--- config.mk ---
export PLATFORM = sky130hd
export DESIGN_NAME = maj_net_eval
export DESIGN_NICKNAME = d
export VERILOG_FILES = /design/src/rtl/maj_net_eval.sv
export SDC_FILE = /design/constraint.sdc
export NUM_CORES = 1
export LEC_CHECK = 0
export ABC_AREA = 0
export CAP_MARGIN = 40
export CORE_MARGIN = 1
export CORE_UTILIZATION = 35
export DETAILED_ROUTE_END_ITERATION = 6
export GPL_TIMING_DRIVEN = 0
export PLACE_DENSITY = 0.52
export SYNTH_ARGS = -nofsm -noshare
export SYNTH_HDL_FRONTEND = slang
export SYNTH_SLANG_ARGS = --single-unit
--- constraint.sdc ---
create_clock -name clk -period 3.3 [get_ports clk]
set_input_delay 0.66 -clock clk [delete_from_list [all_inputs] [get_ports clk]]
set_output_delay 0.66 -clock clk [all_outputs]
set_load 0.02 [all_outputs]
--- src/rtl/maj_net_eval.sv ---
// Configurable network of majority-3 gates, evaluated one gate per cycle.
// Handles single-vector requests and full truth-table sweeps.
module maj_net_eval #(
    parameter  int N_IN    = 7,
    parameter  int N_GATES = 8,
    localparam int SEL_W   = $clog2(1 + N_IN + N_GATES),
    localparam int GA_W    = (N_GATES > 2) ? $clog2(N_GATES) : 1,
    localparam int OP_W    = SEL_W + 1,
    localparam int CFG_W   = 3 * OP_W
) (
    input  logic             clk,
    input  logic             rst,
    input  logic             cfg_we,
    input  logic [GA_W-1:0]  cfg_addr,
    input  logic [CFG_W-1:0] cfg_data,
    input  logic             in_valid,
    output logic             in_ready,
    input  logic [N_IN-1:0]  in_x,
    output logic             out_valid,
    input  logic             out_ready,
    output logic             out_y,
    input  logic             sweep_start,
    output logic             tt_valid,
    output logic [N_IN-1:0]  tt_idx,
    output logic             tt_bit,
    output logic             sweep_done,
    output logic             busy,
    output logic             cfg_err
);

    typedef enum logic [1:0] {
        S_IDLE  = 2'd0,
        S_EVAL  = 2'd1,
        S_RESP  = 2'd2,
        S_SWEEP = 2'd3
    } state_t;

    state_t             state_q, state_d;
    logic [GA_W-1:0]    gate_q, gate_d;
    logic [N_IN:0]      vcnt_q, vcnt_d;
    logic [N_IN-1:0]    x_q, x_d;
    logic [N_GATES-1:0] w_q, w_d;
    logic [CFG_W-1:0]   cfg_q [N_GATES];
    logic [CFG_W-1:0]   cfg_d [N_GATES];
    logic               out_valid_q, out_valid_d;
    logic               out_y_q, out_y_d;
    logic               tt_valid_q, tt_valid_d;
    logic [N_IN-1:0]    tt_idx_q, tt_idx_d;
    logic               tt_bit_q, tt_bit_d;
    logic               sweep_done_q, sweep_done_d;
    logic               busy_q, busy_d;
    logic               cfg_err_q, cfg_err_d;

    logic [CFG_W-1:0]   cur_cfg_s;
    logic [2:0]         op_val_s;
    logic [2:0]         op_err_s;
    logic               gate_val_s;
    logic               gate_err_s;
    logic               last_gate_s;
    logic [(1<<GA_W)-1:0] addr_ok_s;

    function automatic logic maj3(input logic a, input logic b, input logic c);
        return (a & b) | (a & c) | (b & c);
    endfunction

    // Returns {err, value}; forward gate references and unused selects read as 0.
    function automatic logic [1:0] decode_op(
        input logic [SEL_W-1:0]   sel,
        input logic [GA_W-1:0]    gate,
        input logic [N_IN-1:0]    x,
        input logic [N_GATES-1:0] w
    );
        logic val;
        logic err;
        logic hit;
        val = 1'b0;
        err = 1'b0;
        hit = (sel == {SEL_W{1'b0}});
        for (int i = 0; i < N_IN; i++) begin
            val = (sel == SEL_W'(i + 1)) ? x[i] : val;
            hit = (sel == SEL_W'(i + 1)) ? 1'b1 : hit;
        end
        for (int j = 0; j < N_GATES; j++) begin
            val = ((sel == SEL_W'(N_IN + 1 + j)) && (GA_W'(j) < gate)) ? w[j] : val;
            err = ((sel == SEL_W'(N_IN + 1 + j)) && !(GA_W'(j) < gate)) ? 1'b1 : err;
            hit = (sel == SEL_W'(N_IN + 1 + j)) ? 1'b1 : hit;
        end
        err = err | ~hit;
        return {err, val};
    endfunction

    // Table of legal write addresses, built at elaboration.
    always_comb begin
        for (int i = 0; i < (1 << GA_W); i++) begin
            addr_ok_s[i] = (i < N_GATES);
        end
    end

    // Operand decode and majority evaluation for the gate currently selected.
    always_comb begin
        cur_cfg_s = {CFG_W{1'b0}};
        for (int i = 0; i < N_GATES; i++) begin
            cur_cfg_s = (gate_q == GA_W'(i)) ? cfg_q[i] : cur_cfg_s;
        end
        for (int k = 0; k < 3; k++) begin
            logic [1:0] dec;
            dec         = decode_op(cur_cfg_s[k*OP_W +: SEL_W], gate_q, x_q, w_q);
            op_err_s[k] = dec[1];
            op_val_s[k] = dec[0] ^ cur_cfg_s[k*OP_W + SEL_W];
        end
        gate_val_s  = maj3(op_val_s[0], op_val_s[1], op_val_s[2]);
        gate_err_s  = |op_err_s;
        last_gate_s = (gate_q == GA_W'(N_GATES - 1));
    end

    // Next-state logic for the FSM, gate table and all registered outputs.
    always_comb begin
        state_d      = state_q;
        gate_d       = gate_q;
        vcnt_d       = vcnt_q;
        x_d          = x_q;
        w_d          = w_q;
        cfg_d        = cfg_q;
        out_valid_d  = out_valid_q;
        out_y_d      = out_y_q;
        tt_valid_d   = 1'b0;
        tt_idx_d     = tt_idx_q;
        tt_bit_d     = tt_bit_q;
        sweep_done_d = 1'b0;
        cfg_err_d    = cfg_err_q;

        // Table writes land only in IDLE; anything else is a configuration error.
        if (cfg_we) begin
            if ((state_q != S_IDLE) || !addr_ok_s[cfg_addr]) begin
                cfg_err_d = 1'b1;
            end else begin
                for (int i = 0; i < N_GATES; i++) begin
                    cfg_d[i] = (cfg_addr == GA_W'(i)) ? cfg_data : cfg_q[i];
                end
            end
        end else begin
            cfg_err_d = cfg_err_q;
        end

        case (state_q)
            S_IDLE: begin
                if (sweep_start) begin
                    state_d = S_SWEEP;
                    vcnt_d  = {(N_IN+1){1'b0}};
                    gate_d  = {GA_W{1'b0}};
                    x_d     = {N_IN{1'b0}};
                    w_d     = {N_GATES{1'b0}};
                end else if (in_valid) begin
                    state_d = S_EVAL;
                    gate_d  = {GA_W{1'b0}};
                    x_d     = in_x;
                    w_d     = {N_GATES{1'b0}};
                end else begin
                    state_d = S_IDLE;
                end
            end
            S_EVAL: begin
                for (int i = 0; i < N_GATES; i++) begin
                    w_d[i] = (gate_q == GA_W'(i)) ? gate_val_s : w_q[i];
                end
                cfg_err_d = cfg_err_d | gate_err_s;
                if (last_gate_s) begin
                    state_d = S_RESP;
                end else begin
                    gate_d = gate_q + 1'b1;
                end
            end
            S_RESP: begin
                // One registration cycle before out_valid rises.
                if (!out_valid_q) begin
                    out_valid_d = 1'b1;
                    out_y_d     = w_q[N_GATES-1];
                end else if (out_ready) begin
                    out_valid_d = 1'b0;
                    state_d     = S_IDLE;
                end else begin
                    out_valid_d = 1'b1;
                end
            end
            S_SWEEP: begin
                // vcnt_q[N_IN] set means every vector has been reported.
                if (vcnt_q[N_IN]) begin
                    sweep_done_d = 1'b1;
                    state_d      = S_IDLE;
                    vcnt_d       = {(N_IN+1){1'b0}};
                end else begin
                    for (int i = 0; i < N_GATES; i++) begin
                        w_d[i] = (gate_q == GA_W'(i)) ? gate_val_s : w_q[i];
                    end
                    cfg_err_d = cfg_err_d | gate_err_s;
                    if (last_gate_s) begin
                        tt_valid_d = 1'b1;
                        tt_idx_d   = vcnt_q[N_IN-1:0];
                        tt_bit_d   = gate_val_s;
                        vcnt_d     = vcnt_q + {{N_IN{1'b0}}, 1'b1};
                        x_d        = vcnt_d[N_IN-1:0];
                        gate_d     = {GA_W{1'b0}};
                        w_d        = {N_GATES{1'b0}};
                    end else begin
                        gate_d = gate_q + 1'b1;
                    end
                end
            end
            default: begin
                state_d = S_IDLE;
            end
        endcase

        busy_d = (state_d != S_IDLE);
    end

    // State and output registers with synchronous reset.
    always_ff @(posedge clk) begin
        if (rst) begin
            state_q      <= S_IDLE;
            gate_q       <= {GA_W{1'b0}};
            vcnt_q       <= {(N_IN+1){1'b0}};
            x_q          <= {N_IN{1'b0}};
            w_q          <= {N_GATES{1'b0}};
            for (int i = 0; i < N_GATES; i++) begin
                cfg_q[i] <= {CFG_W{1'b0}};
            end
            out_valid_q  <= 1'b0;
            out_y_q      <= 1'b0;
            tt_valid_q   <= 1'b0;
            tt_idx_q     <= {N_IN{1'b0}};
            tt_bit_q     <= 1'b0;
            sweep_done_q <= 1'b0;
            busy_q       <= 1'b0;
            cfg_err_q    <= 1'b0;
        end else begin
            state_q      <= state_d;
            gate_q       <= gate_d;
            vcnt_q       <= vcnt_d;
            x_q          <= x_d;
            w_q          <= w_d;
            for (int i = 0; i < N_GATES; i++) begin
                cfg_q[i] <= cfg_d[i];
            end
            out_valid_q  <= out_valid_d;
            out_y_q      <= out_y_d;
            tt_valid_q   <= tt_valid_d;
            tt_idx_q     <= tt_idx_d;
            tt_bit_q     <= tt_bit_d;
            sweep_done_q <= sweep_done_d;
            busy_q       <= busy_d;
            cfg_err_q    <= cfg_err_d;
        end
    end

    // in_ready must drop combinationally when sweep_start or rst is high.
    assign in_ready   = (state_q == S_IDLE) && !sweep_start && !rst;
    assign out_valid  = out_valid_q;
    assign out_y      = out_y_q;
    assign tt_valid   = tt_valid_q;
    assign tt_idx     = tt_idx_q;
    assign tt_bit     = tt_bit_q;
    assign sweep_done = sweep_done_q;
    assign busy       = busy_q;
    assign cfg_err    = cfg_err_q;

endmodule

; ---- Word level (Yosys, flattened, before mapping)
; Memory sizes are Yosys's and may differ from the RTL's.
; Index checks and enable logic that the tools add are counted.
[totals]
reg_bits = 162
mem_bits_ro = 8
in_bits = 31
output_inout_bits = 15
elab_cells = 380
memories = 1
[classes]
n_addsub = 2
order_cmp = 9
n_eq_ne = 69
mux = 166
bitwise = 19
n_reduce_logical = 91
[mem_list]
columns = name, words, word_bits, rd, rd_clocked_by_memory_dff, write_ports, line_no
row1 = (name not given), 8, 1, 1, 0, 0, 134  ; if ((state_q != S_IDLE) || !addr_ok_s[cfg_addr]) begin
[op_table]
columns = op, count
row1 = $mux 1, 131
row2 = $mux 15, 8
row3 = $eq 4x4->1 const B, 24
row4 = $mux 8, 7
row5 = $logic_and 1x1->1, 50
row6 = $eq 4x3->1 const B, 12
row7 = $reduce_and 3->1, 11
row8 = $mux 7, 4
row9 = $eq 3x3->1 const B, 8
row10 = $eq 4x2->1 const B, 6
row11 = $pmux 8 s3, 1
row12 = $pmux 8 s2, 1
row13 = $mux 3, 5
row14 = $pmux 7 s2, 1
row15 = $eq 3x2->1 const B, 4
row16 = $eq 4x1->1 const B, 3
row17 = $logic_not 4->1, 3
row18 = $lt 3x3->1 const A, 4
row19 = $logic_not 1->1, 11
row20 = $mux 2, 5
row21 = $ne 2x2->1 const B, 5
row22 = $pmux 3 s3, 1
row23 = $add 8x1->8 const B, 1
row24 = $pmux 2 s4, 1
row25 = other kinds (23), 49

; ---- Longest topological paths before layout
; Gate-level depths: netlist of the first run.
[depth]
depth_word = 33
depth_mapped = 18
ltp_nobuf = 13

; ---- Worst setup path before layout of the first run
; Ideal clock, no wire load.
[synth_path]
path_kind = register to register
start = register gate_q[1]
end = register w_q[6]
setup_time_ns = 0.096
t_arrival_ns = 3.504
required_time_ns = 3.204
path_slack_ns = -0.300
path_stages_with_launch = 17
path_buffers = 4
synth_period_minus_slack_ns = 3.600
path_cell_list = dfxtp_1 buf_4 buf_2 buf_2 inv_1 ha_1 buf_4 nand2_1 o2111ai_2 o2111ai_2 o211ai_4 mux4_2 nor3b_1 a311oi_1 xor2_1 maj3_4 o41ai_2
[synth_between]
elab_chain_len = 33
elab_cells_between_ends = 150
cone_classes = order compare (8) / eq/ne (52) / mux (57) / bitwise (8) / reduce/logical (25)
[synth_rtl]
columns = item, line_no
row1 = "start, declared", 39  ; logic [GA_W-1:0] gate_q, gate_d;
row2 = "start signal, assigned", 221  ; gate_q <= {GA_W{1'b0}};
row3 = "start signal, assigned", 238  ; gate_q <= gate_d;
row4 = $logic_not 3->1, 103  ; cur_cfg_s = (gate_q == GA_W'(i)) ? cfg_q[i] : cur_cfg_s;
row5 = $mux 15 (8 in series), 103
row6 = $eq 4x1->1, 80  ; val = (sel == SEL_W'(i + 1)) ? x[i] : val;
row7 = $mux 1 (7 in series), 80
row8 = $mux 1 (8 in series), 84  ; val = ((sel == SEL_W'(N_IN + 1 + j)) && (GA_W'(j) < gate)) ? w[j] : val;
row9 = $xor 1x1->1, 109  ; op_val_s[k] = dec[0] ^ cur_cfg_s[k*OP_W + SEL_W];
row10 = $and 1x1->1, 63  ; return (a & b) | (a & c) | (b & c);
row11 = $or 1x1->1 (2 in series), 63
row12 = $mux 1, "164, 193"
row13 = $mux 8, 196  ; if (last_gate_s) begin
row14 = $mux 8, 187  ; if (vcnt_q[N_IN]) begin
row15 = $pmux 8 s3 (*), 145  ; case (state_q)
row16 = "end signal, assigned", 224  ; w_q <= {N_GATES{1'b0}};
row17 = "end signal, assigned", 241  ; w_q <= w_d;
row18 = "end, declared", 42  ; logic [N_GATES-1:0] w_q, w_d;
; Mark *: on every way between the ends. The rest lies on a longest branch, timed or not. The select of a mux whose other input is x is not followed.
; A chain may end at the register's enable or synchronous reset.

; ---- Worst setup path after layout of the first run
[layout_path]
start = register gate_q[1]
end = register w_q[7]
[layout_between]
elab_chain_len = 31
elab_cells_between_ends = 151
cone_classes = order compare (8) / eq/ne (54) / mux (55) / bitwise (8) / reduce/logical (26)
[layout_rtl]
columns = item, line_no
row1 = $logic_not 3->1, 103
row2 = $mux 15 (8 in series), 103
row3 = $eq 4x1->1, 80
row4 = $mux 1 (7 in series), 80
row5 = $mux 1 (8 in series), 84
row6 = $xor 1x1->1, 109
row7 = $and 1x1->1, 63
row8 = $or 1x1->1 (2 in series), 63
row9 = $mux 1, "164, 193"
row10 = $pmux 8 s3, 145
; Parallel ways exist; a longest one is shown, timed or not. The select of a mux whose other input is x is not followed.

==> results.ini, run 1 <==
[grt]
gr-usage-all-layers=0.2770
antenna_found_initial=0
grt_pass1_wl_mm=50.69
grt-ovfl-total=0
grt_max_degree=17
grt_pass1_vias=8040

[power]
powerDensity_mw_per_mm2=447.3
power_leakage_nw=3.857
peakVddDrop_mv=0.3741

[setup_path]
cp-startpoint=gate_q[1]$_SDFFE_PP0P_
required_ns=3.63
cp-start-kind=flip-flop
cp_slowest_stage_delay_ns=0.42
critPathSlowestCell=maj3_2
cp-end-kind=flip-flop
cpLargestDelayFamily=compound AO/OA/AOI/OAI gates
critPathBufInv=7
arrival_ns=4.08
path_max_fanout=7
cp_cell_sequence=buf_8 -> buf_12 -> buf_12 -> clkinv_8 -> ha_4 -> buf_8 -> nand2_4 -> o2111ai_4 -> o2111ai_4 -> o211ai_4 -> buf_6 -> buf_4 -> o21ai_0 -> nor2_1 -> o32ai_2 -> a311oi_4 -> xor2_2 -> maj3_2 -> o41ai_2
worstSetupPathType=flip-flop to flip-flop
r2r_start=gate_q[1]$_SDFFE_PP0P_

[sta]
fmax_ghz=0.2665
tightest_slew_ns=0.9905
final-max-slew-violation-count=0
rsz0062_at_grt=true
fin_crit_sh=1.137
min_period_ns=3.753
finalSetupViolations=10
fin_skew_ns=0.007766
layout_setup_ws_ns=-0.4528
hold_violations=0
relSlewSlack=0.3327

[cells_and_area]
syn2layout_area_growth_pct=26.77
final_cell_mix=nand2_1 (251), dfxtp_1 (159), a21oi_1 (119)
fin_cells=1535
layout-drive-gt1-share=0.1587
stdcell_area_mm2=0.01078
antenna-diode-count=0
nets=1241
final_common_cell=nand2_1

[placed_design]
dpl_worst_slack_ns=-1.199
hpwl_mm=23.43
dp_cells=1467
place_area_mm2=0.009305
routabilityCongestion=0.8825
port_buffers=29

[yosys]
synth_cell_types=75
syn_area_mm2=0.008503
synth_nets=1152
synth_ff_type=dfxtp_1
synthCells=1116
ys_warn_count=0
async_flop_share=0
synth_edf_count=0
avgSynthCellArea_um2=7.619
seq_area_frac_synth=0.3814
ys_seq_elements=162

[job]
cap_viol_max_count=0

[clocking]
cts_tree=yes
clkLatencyLatePin_ns=0.43
cts.path.max_buffers=2
clk_pin_slew_ns=0.07
cts_hold_buf=0
cts_sinks=162
htree_levels=4
cts_buffers=17
cts_root_buf=clkbuf_16

[die]
coreArea_mm2=0.02368
start_util=0.3590
dieWidth_um=157.9
die_area_mm2=0.02492
ioPinCount=46
dieHeight_um=157.9
num_rows=56

[detailed_routing]
wl_mm=33.57
dr_total_vias=8698
antenna_left=0
vias_per_cell=5.666
drc=0
drt_iter0_drc=848
drtPass1Iterations=5
wl_per_cell_um=21.87

[hold_path]
min-delay-start=cfg_q[27]$_SDFFE_PP0P_
hold_class=flip-flop to flip-flop

[status]
status=finished, violations left
violations=negative setup slack

[through the flow]
step | setup TNS, ns | hold WS, ns | power [mW] | utilization
after floorplan | -0.07439 | 0.4319 | 2.396 | -
after global placement | -11.52 | 0.4386 | 2.599 | 0.3913
after detailed placement | -10.95 | 0.4432 | 2.602 | 0.3929
after CTS | -3.431 | 0.4512 | 4.799 | 0.4452
after global routing | -5.088 | 0.4694 | 4.958 | 0.4551
final | -3.744 | 0.4519 | 4.822 | 0.4551
[tightest hold or removal path, cell delays in order, from the launching register on]
cell	delay [ns]
dfxtp_1	0.31
nand2_1	0.05
a21oi_1	0.05
[metal layers]
layer / share of wire / GRT usage
met5: 0 / 0
met4: 0.024 / 0.08784
met3: 0.063 / 0.04188
met2: 0.45 / 0.4353
met1: 0.46 / 0.3862
[sequential cells by signal (all words and copies together) (netlist names), 2 cells and up]
name     flops
cfg_q      120
vcnt_q       8
w_q          8
tt_idx       7
x_q          7
gate_q       3
state_q      2
[report_power, final]
| group | switching (mW) | internal (mW) | total, mW | leakage, nW |
|---|---|---|---|---|
| clock | 0.840 | 1.33 | 2.18 | 0.300 |
| combinational | 0.389 | 0.213 | 0.603 | 2.24 |
| sequential | 0.0428 | 2.00 | 2.04 | 1.31 |
| total | 1.27 | 3.55 | 4.82 | 3.86 |
[cell usage after synthesis, types with 5 or more instances]
cell type,instances,share of area
dfxtp_1,162,0.38
xor2_1,8,0.0082
o211ai_1,11,0.0097
buf_6,5,0.0066
and2_1,8,0.0059
a211o_1,5,0.0051
nor2_1,107,0.047
nand2b_1,10,0.0074
a211oi_1,11,0.0097
a31oi_1,11,0.0081
buf_2,16,0.0094
a21oi_1,123,0.072
or3_1,5,0.0037
a22oi_1,8,0.0071
inv_1,11,0.0049
mux2i_1,52,0.061
nand3_1,32,0.019
nand2_1,256,0.11
buf_4,8,0.0071
a221oi_1,5,0.0051
a311oi_1,8,0.0082
and3_1,14,0.010
nand3b_1,16,0.014
nor2b_1,6,0.0044
o31ai_1,6,0.0053
o21ai_0,36,0.021
clkbuf_1,67,0.030
nor3_1,17,0.010
ha_1,5,0.0074
[layout make-up]
cell class / instances / area, um^2
fillers: 2467 / 12900
inverters: 13 / 76.32
well taps: 319 / 399.1
clock buffers: 20 / 436.7
plain buffers: 98 / 595.6
flip-flops and latches: 162 / 3252
clock inverters: 10 / 185.2
multi-input cells: 844 / 5210
repair buffers: 69 / 624.3
[worst paths after layout]
kind              depth (start not counted)                endpoint  slack, ns
setup / recovery                         19     w_q[7]$_SDFFE_PP0P_      -0.45
hold / removal                            2  cfg_q[27]$_SDFFE_PP0P_       0.45
setup reg to reg                         19     w_q[7]$_SDFFE_PP0P_      -0.45
hold reg to reg                           2  cfg_q[27]$_SDFFE_PP0P_       0.45
[timing repair]
item	4_1_cts	5_1_grt
endpoints found under the setup margin	17	14
cloned	1	0
setup buffers	32	5
pin swaps	27	22
endpoints found under the hold margin	0	0
resized for setup	81	45
[logic make-up after synthesis]
kind of cell / Yosys count / synth area share
flip-flops: 162 / 0.3814
multiplexers: 56 / 0.06783
buffers and inverters: 111 / 0.05930
AND/OR/NAND/NOR: 496 / 0.2577
adder cells (fa/ha/maj): 6 / 0.008975
AO/OA/AOI/OAI: 277 / 0.2166
XOR/XNOR: 8 / 0.008240
(Power assumes the default switching activity.)
==> run 2, diff against run 1 <==
--- a/config.mk
+++ b/config.mk
@@ -9,6 +9,7 @@
 export CAP_MARGIN = 40
 export CORE_MARGIN = 1
 export CORE_UTILIZATION = 35
+export CTS_BUF_LIST = sky130_fd_sc_hd__clkbuf_16
 export DETAILED_ROUTE_END_ITERATION = 6
 export GPL_TIMING_DRIVEN = 0
 export PLACE_DENSITY = 0.52
==> run 2 against run 1 <==
Against the previous run: the flow still finishes with violations (negative setup slack); clock skew hardly changed; utilization stayed put; setup slack worse by 0.0054 ns; maximum frequency is 0.14% lower; sequential share of layout area stayed put; sequential power hardly changed; final area stayed put; flip-flop and latch count stayed put; first-iteration DRC count is 0.24% higher; critical endpoint unchanged; largest cell class unchanged; largest power group unchanged.
==> results.ini, run 2 (same netlist as run 1, synthesis figures left out) <==
[clocking]
htree_levels=4  ; unchanged
cts_hold_buf=0  ; unchanged
cts_sinks=162  ; unchanged
clk_pin_slew_ns=0.07  ; about the same
clkLatencyLatePin_ns=0.43  ; about the same
cts_buffers=17  ; unchanged
cts_tree=yes
cts.path.max_buffers=2  ; unchanged
cts_root_buf=clkbuf_16

[detailed_routing]
wl_per_cell_um=21.88  ; about the same
vias_per_cell=5.677  ; +0.18%
drc=0  ; unchanged
dr_total_vias=8714  ; +0.18%
drt_iter0_drc=850  ; +0.24%
antenna_left=0  ; unchanged
wl_mm=33.59  ; about the same
drtPass1Iterations=5  ; unchanged

[cells_and_area]
antenna-diode-count=0  ; unchanged
post-route-util=0.4551  ; unchanged
final_common_cell=nand2_1
fin_cells=1535  ; unchanged
register_area_mm2=0.003252  ; unchanged
regMostFlops=cfg_q
multi_input_area_mm2=0.005210  ; unchanged
final_cell_mix=nand2_1 (251), dfxtp_1 (159), a21oi_1 (119)
largest_reg_flops=120  ; unchanged
layout-drive-gt1-share=0.1587  ; unchanged
fill_cells=2467  ; unchanged
stdcell_area_mm2=0.01078  ; unchanged
syn2layout_area_growth_pct=26.77  ; unchanged
nets=1241  ; unchanged
reg.largest.list=cfg_q: 120 flops, vcnt_q: 8 flops, w_q: 8 flops

[sta]
fin_crit_sh=1.139  ; +0.001651
rsz0062_at_grt=true
layout_setup_ws_ns=-0.4582  ; -0.005448 ns
min_period_ns=3.758  ; +0.005448 ns
tightest_slew_ns=0.9868  ; -0.003724 ns
fmax_ghz=0.2661  ; -0.14%
fin_skew_ns=0.007740  ; -0.00002567 ns
final-max-slew-violation-count=0  ; unchanged
hold_violations=0  ; unchanged
relSlewSlack=0.3352  ; +0.002509
finalSetupViolations=9  ; -1

[grt]
grt_pass1_vias=8041  ; +0.012%
antenna_found_initial=0  ; unchanged
grtUsageMet1=0.3862  ; unchanged
grt.met3_usage=0.04188  ; unchanged
grt-ovfl-total=0  ; unchanged
gr-usage-met2=0.4353  ; unchanged
grt_pass1_wl_mm=50.69  ; unchanged
gr-usage-all-layers=0.2770  ; unchanged
grt_max_degree=17  ; unchanged
grt.busiest_layer=met2

[setup_path]
cp-end-kind=flip-flop
required_ns=3.63  ; about the same
cp-start-kind=flip-flop
critPathSlowestCell=maj3_2
cp_slowest_stage_delay_ns=0.42  ; about the same
cp_cell_sequence=buf_8 -> buf_12 -> buf_12 -> clkinv_8 -> ha_4 -> buf_8 -> nand2_4 -> o2111ai_4 -> o2111ai_4 -> o211ai_4 -> buf_6 -> buf_4 -> o21ai_0 -> nor2_1 -> o32ai_2 -> a311oi_4 -> xor2_2 -> maj3_2 -> o41ai_2
arrival_ns=4.09  ; about the same
worstSetupPathType=flip-flop to flip-flop
path_max_fanout=7  ; unchanged

[die]
die_area_mm2=0.02492  ; unchanged
num_rows=56  ; unchanged
start_util=0.3590  ; unchanged
dieHeight_um=157.9  ; unchanged
dieWidth_um=157.9  ; unchanged
ioPinCount=46  ; unchanged
coreArea_mm2=0.02368  ; unchanged

[power]
powerDensity_mw_per_mm2=446.4  ; -0.21%
p_total_mw=4.812  ; -0.21%
comb_power_share=0.125  ; about the same
peakVddDrop_mv=0.3737  ; -0.13%
p_switching_mw=1.271  ; about the same
internal_power_mw=3.540  ; -0.26%
seqPwrFrac=0.425  ; about the same
swShare=0.2642  ; +0.0003520
pwr-share-clk=0.450  ; about the same
power_leakage_nw=3.869  ; +0.32%

[status]
status=finished, violations left
violations=negative setup slack

[placed_design]
dp_cells=1467  ; unchanged
place_area_mm2=0.009305  ; unchanged
hpwl_mm=23.43  ; unchanged
port_buffers=29  ; unchanged
routabilityCongestion=0.8825  ; unchanged

[hold_path]
hold_class=flip-flop to flip-flop

[job]
cap_viol_max_count=0  ; unchanged

## run 2: cell types whose count changed in the layout (fill, tap and decap cells not counted), sizes merged
| cell | change |
|---|---|
| clkbuf | -3 |
| inv | +3 |
## run 2: power groups by stage
stage	clock (mW)	combinational (mW)	sequential [mW]
final	2.16	0.604	2.04
after detailed placement	0	0.515	2.09
after floorplan	0	0.319	2.08
after global routing	2.26	0.643	2.05
after global placement	0	0.512	2.09
after CTS	2.17	0.576	2.04
## run 2: timing repair
action / CTS / global route
pin swaps: 27 / 22
gates resized for setup: 81 / 45
gates cloned: 1 / 0
setup buffers: 32 / 5
setup endpoints to repair: 17 / 14
## run 2: per-layer routing
layer	share of wire	wire [um]	up-vias
met2	0.45	15190	373
met1	0.46	15400	4228
met3	0.064	2163	53
li1	-	-	4060
met4	0.025	838	0
met5	0	0	-
## run 2: metrics by stage
step	TNS, ns	hold slack (ns)	worst slack [ns]
floorplan	-0.07439	0.4319	-0.07439
global placement	-11.52	0.4386	-1.242
detailed placement	-10.95	0.4432	-1.199
CTS	-3.431	0.4512	-0.4262
global route	-5.088	0.4695	-0.5829
finish	-3.793	0.4509	-0.4582
## run 2: layout make-up
| cell class | count | share of cell area |
|---|---|---|
| Buffer | 98 | 0.05525 |
| Timing Repair Buffer | 69 | 0.05792 |
| Clock buffer | 17 | 0.03947 |
| Sequential cell | 162 | 0.3017 |
| Clock inverter | 13 | 0.01822 |
| Inverter | 13 | 0.007081 |
| Tap cell | 319 | 0.03703 |
| Multi-Input combinational cell | 844 | 0.4833 |
## run 2: path summary, 6_finish.rpt
check / start / to / slack (ns) / cells after the start
worst max-delay path: gate_q[1]$_SDFFE_PP0P_ / w_q[7]$_SDFFE_PP0P_ / -0.46 / 19
worst min-delay path: cfg_q[27]$_SDFFE_PP0P_ / cfg_q[27]$_SDFFE_PP0P_ / 0.45 / 2
worst max register to register: gate_q[1]$_SDFFE_PP0P_ / w_q[7]$_SDFFE_PP0P_ / -0.46 / 19
worst min register to register: cfg_q[27]$_SDFFE_PP0P_ / cfg_q[27]$_SDFFE_PP0P_ / 0.45 / 2
## run 2: critical path: cells and delay by family (launching register included)
family,cells,cell delay [ns]
buffers and inverters,7,0.87
adders and majority gates,2,0.59
AOI/OAI and AO/OA,7,1.41
and+or+nand+nor,2,0.23
DFF,1,0.37
xor gates and xnor gates,1,0.17
